===== config.mk =====
export PLATFORM = sky130hd
export DESIGN_NAME = bundle_slot_queue
export DESIGN_NICKNAME = d
export VERILOG_FILES = /design/src/rtl/bundle_slot_queue.sv
export SDC_FILE = /design/constraint.sdc
export NUM_CORES = 1
export LEC_CHECK = 0
export BUFFER_PORTS_ARGS = -buffer_cell sky130_fd_sc_hd__buf_2
export CORE_MARGIN = 1.5
export CORE_UTILIZATION = 25
export CTS_CLUSTER_DIAMETER = 60
export DETAILED_ROUTE_END_ITERATION = 6
export GPL_TIMING_DRIVEN = 0
export SETUP_SLACK_MARGIN = 0.3
export SLEW_MARGIN = 20
export SYNTH_ARGS = -nofsm -noshare
export SYNTH_HDL_FRONTEND = slang
export SYNTH_SLANG_ARGS = --single-unit

===== constraint.sdc =====
create_clock -name clk -period 5.29 [get_ports clk]
set_input_delay 1.058 -clock clk [delete_from_list [all_inputs] [get_ports clk]]
set_output_delay 1.058 -clock clk [all_outputs]
set_load 0.1 [all_outputs]

===== src/rtl/bundle_slot_queue.sv =====
// Holds the remaining-valid slot mask of the current fetch bundle and hands
// slots to the instruction queue in order, bounded by IQ room and taken branches.
module bundle_slot_queue #(
    parameter int QSLOTS = 4,
    parameter int CNTW   = 3
) (
    input  logic              clk,
    input  logic              rst_n,
    input  logic              phit,
    input  logic              next,
    input  logic [QSLOTS-1:0] ld_mask,
    input  logic [QSLOTS-1:0] ld_taken,
    input  logic              flush,
    input  logic [CNTW-1:0]   iq_room,
    output logic [QSLOTS-1:0] slotv,
    output logic [QSLOTS-1:0] queue,
    output logic [CNTW-1:0]   qcnt,
    output logic              redirect
);

    localparam logic [CNTW-1:0] MAX_ROOM = CNTW'(QSLOTS);

    logic [QSLOTS-1:0] taken_r;
    logic [CNTW-1:0]   room;
    logic [CNTW-1:0]   picked;
    logic              taken_pick;
    logic              stop;
    logic              load;

    assign room = (iq_room > MAX_ROOM) ? MAX_ROOM : iq_room;

    // A new bundle is only accepted once the current one has fully drained.
    assign load = next && phit && (slotv == '0);

    // NOTE: every variable written here gets a default first, so no latch is
    // inferred on paths where the scan picks nothing.
    always_comb begin
        queue      = '0;
        picked     = '0;
        taken_pick = 1'b0;
        stop       = 1'b0;
        if (!flush) begin
            for (int i = 0; i < QSLOTS; i++) begin
                if (!stop && slotv[i] && (picked < room)) begin
                    queue[i] = 1'b1;
                    picked   = picked + CNTW'(1);
                    if (taken_r[i]) begin
                        taken_pick = 1'b1;
                        stop       = 1'b1;
                    end
                end
            end
        end
    end

    assign qcnt = picked;

    // NOTE: state registers use non-blocking assignments so every flop samples
    // pre-edge values regardless of statement order.
    always_ff @(posedge clk or negedge rst_n) begin
        if (!rst_n) begin
            slotv    <= '0;
            taken_r  <= '0;
            redirect <= 1'b0;
        end else if (flush) begin
            slotv    <= '0;
            taken_r  <= '0;
            redirect <= 1'b0;
        end else if (load) begin
            slotv    <= ld_mask;
            taken_r  <= ld_taken & ld_mask;
            redirect <= 1'b0;
        end else if (taken_pick) begin
            // Slots above the predicted-taken branch are on the wrong path.
            slotv    <= '0;
            taken_r  <= '0;
            redirect <= 1'b1;
        end else begin
            slotv    <= slotv & ~queue;
            taken_r  <= taken_r & ~queue;
            redirect <= 1'b0;
        end
    end

endmodule


After elaboration in Yosys (flattened, before gate mapping)
Index checks and enable logic that the tools add are counted.

Memories: 0. Output and inout port bits: 12. Latch bits: 0. Word-level logic and storage cells: 67. Input port bits: 16. Memory bits (read-only): 0. Bits in writable memories: 0. Register bits: 9.

Bitwise operators: 4. Div/mod/pow operators: 0. Multiply operators: 0. Magnitude comparators: 5. Reductions and logical operators: 13. Add/subtract/negate cells: 3. Equality and inequality tests: 0. Shift operators: 0. Muxes and demuxes: 39.

Operators by type and width (number): $mux 4 (7); $mux 1 (24); $mux 3 (8); $and 4x4->4 (3); $add 3x1->3 const B (3); $logic_and 1x1->1 (9); $lt 3x3->1 (3); $logic_not 4->1 (1); $not 4->4 (1); $gt 3x3->1 const B (1); $logic_not 1->1 (3); $lt 1x3->1 const A (1).

Logic depth before layout (Yosys ltp)
Depth in word-level cells: 26. Depth in mapped cells: 17. Depth with buffers taken out: 17.

Worst setup path before layout
Ideal clock, no wire load.

Path kind: input to output. Start point: input iq_room[0]. End point: output qcnt[2]. Cell stages on the path: 17. Data arrival time: 5.657 ns. Required time: 4.232 ns. Setup slack: -1.425 ns. Buffers on the path: 0. Path through: nor3_1 o22ai_1 nand2_1 inv_1 ha_1 ha_1 inv_1 o21a_1 o211ai_1 nor3_1 ha_1 nand4bb_1 a211oi_1 and4_1 o311ai_4 or3_1 a21oi_1.

Longest elaborated chain between the ends: 21. Elaborated cells between the ends (all ways): 35. Classes of those cells: add/sub: 3; order compare: 5; mux: 17; reduce/logical: 10.

Ends and longest elaborated chain: start, declared (line 14) `input logic [CNTW-1:0] iq_room,`; $gt 3x3->1 (line 30) `assign room = (iq_room > MAX_ROOM) ? MAX_ROOM : iq_room;`; $mux 3 (*) (line 30); parallel branches: the longest is 17 deep, another holds $lt 1x3->1; $mux 3 (*) (line 44) `if (!stop && slotv[i] && (picked < room)) begin`; $mux 3 (*) (line 42) `if (!flush) begin`; end, declared (line 17) `output logic [CNTW-1:0] qcnt,`.

Mark *: on every way between the ends. The select of a mux whose other input is x is not followed.

Worst setup path after layout
Start point: input iq_room[2]. End point: output qcnt[2].

The elaborated chain is that of the path after synthesis.

==> metrics.cfg <==
[floorplan]
initial_utilization_pct = 26.52
die_area_mm2 = 0.003589
die_width_um = 59.91
row_count = 20
die_h_um = 59.91
io_pins = 28
core_mm2 = 0.003053

[timing]
fin_skew_ps = 2.088
finalHoldViolations = 0
finalSetupViolations = 3
timing.fmax_mhz = 181.4
tightest_slew_ps = 771.2
period_share_pct = 104.2
fin_setup_tns_ps = -588.8
relSlewSlack_pct = 48.19
setup_slack_ps = -224.1
post-route-min-period_ps = 5514
drv_slew = 0
grt_setup_unrepaired = true

[power]
vdd_drop_max_v = 0.0001122
power_density_mw_per_mm2 = 173.4
leakagePower_nw = 0.6190

[routing]
initialDrtViolationCount = 41
firstDrtPassIters = 4
drt-wirelength-per-cell_um = 14.74
drc = 0
viasPerCell = 5.107
finalWirelength_um = 2624
vias = 909
postRouteAntennaNets = 0

[placement]
placed_cells = 160
port_buffers = 27
gp_congestion = 0.7951
dp_hpwl_um = 1847

[clock_tree]
clockBufferDepth = 2
clkSinkCount = 9
clock_latency_ps = 260
cts_inserted_buffers = 3
htreeDepth = 1
cts_tree = yes
path_clk_slew_ps = 60
clockRootBuffer = clkbuf_4
hold_buffers = 0

[logic_synthesis]
synth_fa_ha_area_share_pct = 9.274
synth_seq_cells = 9
synth-compound-area-share_pct = 28.13
muxShareOfSynthArea_pct = 2.473
syn_avg_cell_area_um2 = 9.096
synth_simple_gate_area_share_pct = 25.50
yosysTopAreaCell = dfrtp_1
synth_top_family_by_area = compound AO/OA/AOI/OAI gates
synthesis.area_um2 = 809.5
synth_top_area_share_pct = 27.82
ys_types = 36
synthXorXnorAreaFrac_pct = 2.164
seq_area_frac_synth_pct = 27.82
synth_nets = 111
synth.area.top_cells = dfrtp_1, ha_1, inv_1
synthCells = 89
ys_warn_count = 0

[global_routing]
use_met3_pct = 1.948
grt_first_pass_wirelength_um = 4077
grt_max_degree = 11
grt_use_met2_pct = 24.69
gr-total-overflow = 0
antenna_found_initial = 0
grt_pass1_vias = 906
grt_use_met1_pct = 19.71
top_usage_layer = met2
grt_usage_pct = 15.13

[critical_path]
start_kind = input port
required_ps = 4230
path_max_fanout = 7
criticalPathCategory = in2out
crit_arrival_ps = 4460
cp-end-kind = output pin

[status]
violations = negative setup slack
status = complete, but fails checks

[finish]
area_growth_pct = 72.95
antennaDiodeCount = 0
drive_gt1_share_pct = 53.73
final_cell_mix = buf_2, buf_4, dfrtp_1
nets = 157
instances_no_fill = 178
final_common_cell = buf_2

[job]
drv_cap = 0

[min_path]
hp-class = reg2reg

## registers in the layout, summed over array words and instances, names as in the netlist
name / count
slotv: 4
taken_r: 4
redirect: 1
## per-stage QoR
stage	cell area, µm²	power, mW	utilization, %	hold slack [ps]	setup slack, ps
after floorplan	884.6	0.1398	-	486.5	-406.2
after global placement	1075	0.1594	35.20	505.9	-841.1
after detailed placement	1075	0.1612	35.20	515.9	-969.4
after CTS	1325	0.2353	43.40	535.0	-194.6
after global routing	1400	0.2541	45.86	559.9	-387.4
final	1400	0.2428	45.86	528.8	-224.1
## worst max-delay path, cell delays in order
cell and delay [ps]:
buf_12 110, nor3_4 180, o22ai_2 100, nand2_2 90
inv_2 50, ha_4 160, ha_4 250, inv_2 30
o21a_1 190, o211ai_1 230, buf_4 210, nor3_4 50
ha_2 200, nand4bb_4 210, a21oi_1 170, o311a_4 260
o311ai_4 140, or3_4 410, a21oi_4 150, buf_12 190
## kinds of logic after synthesis
| kind of cell | after synthesis |
|---|---|
| adders and majority gates | 6 |
| AOI/OAI and AO/OA | 25 |
| xor gates and xnor gates | 2 |
| buffers and inverters | 10 |
| DFF | 9 |
| and+or+nand+nor | 35 |
| muxes | 2 |
## where the power goes
| part | switching [mW] | internal [mW] |
|---|---|---|
| registers | 0.00457 | 0.0717 |
| clock network | 0.0247 | 0.0291 |
| logic | 0.0707 | 0.0420 |
| total | 0.100 | 0.143 |
## area by class of cell
class	instances	area, µm²
Fill cell	298	1653
Clock buffer	4	26.28
Sequential cell	9	225.2
Tap cell	44	55.05
Multi-Input combinational cell	70	720.7
Buffer	1	3.754
Inverter	9	33.78
Timing Repair Buffer	41	335.3
## what timing repair did
item	4_1_cts	5_1_grt
resized for setup	33	7
pin swaps	19	14
endpoints found under the setup margin	4	4
setup buffers	11	3
## cells in the mapped netlist
cell / instances
dfrtp_1: 9
inv_1: 9
nor2_1: 9
ha_1: 6
a21oi_1: 4
nand2_1: 4
nor2b_1: 4
nor3_1: 4
o21ai_0: 4
a31o_2: 3
and3_1: 3
a32o_1: 2
and2_1: 2
and4_1: 2
mux2i_1: 2
nand4bb_1: 2
a211oi_1: 1
a22oi_1: 1
a32oi_1: 1
and3b_1: 1
and4bb_1: 1
clkbuf_1: 1
nand3_1: 1
nand4b_1: 1
o211ai_1: 1
o21a_1: 1
o22ai_1: 1
o311a_1: 1
o311a_4: 1
o311ai_0: 1
o311ai_4: 1
o31a_1: 1
o31ai_4: 1
or3_1: 1
xnor2_1: 1
xor2_1: 1
## routing by layer
layer	vias up	routed length (µm)
met4	0	62
met1	438	1113
met3	7	126
li1	430	-
met2	34	1321
met5	-	0
## path summary, 6_finish.rpt
path / startpoint / end / slack, ps / cells after the start
max in group asynchronous: rst_n / taken_r[3] / 4480 / 1
setup / recovery: iq_room[2] / qcnt[2] / -220 / 20
setup reg to reg: slotv[0] / taken_r[2] / 1790 / 18
min in group asynchronous: rst_n / slotv[2] / 630 / 1
hold / removal: taken_r[2] / taken_r[2] / 530 / 1
hold reg to reg: taken_r[2] / taken_r[2] / 530 / 1
Note: power is estimated with default switching activity, not from simulation.
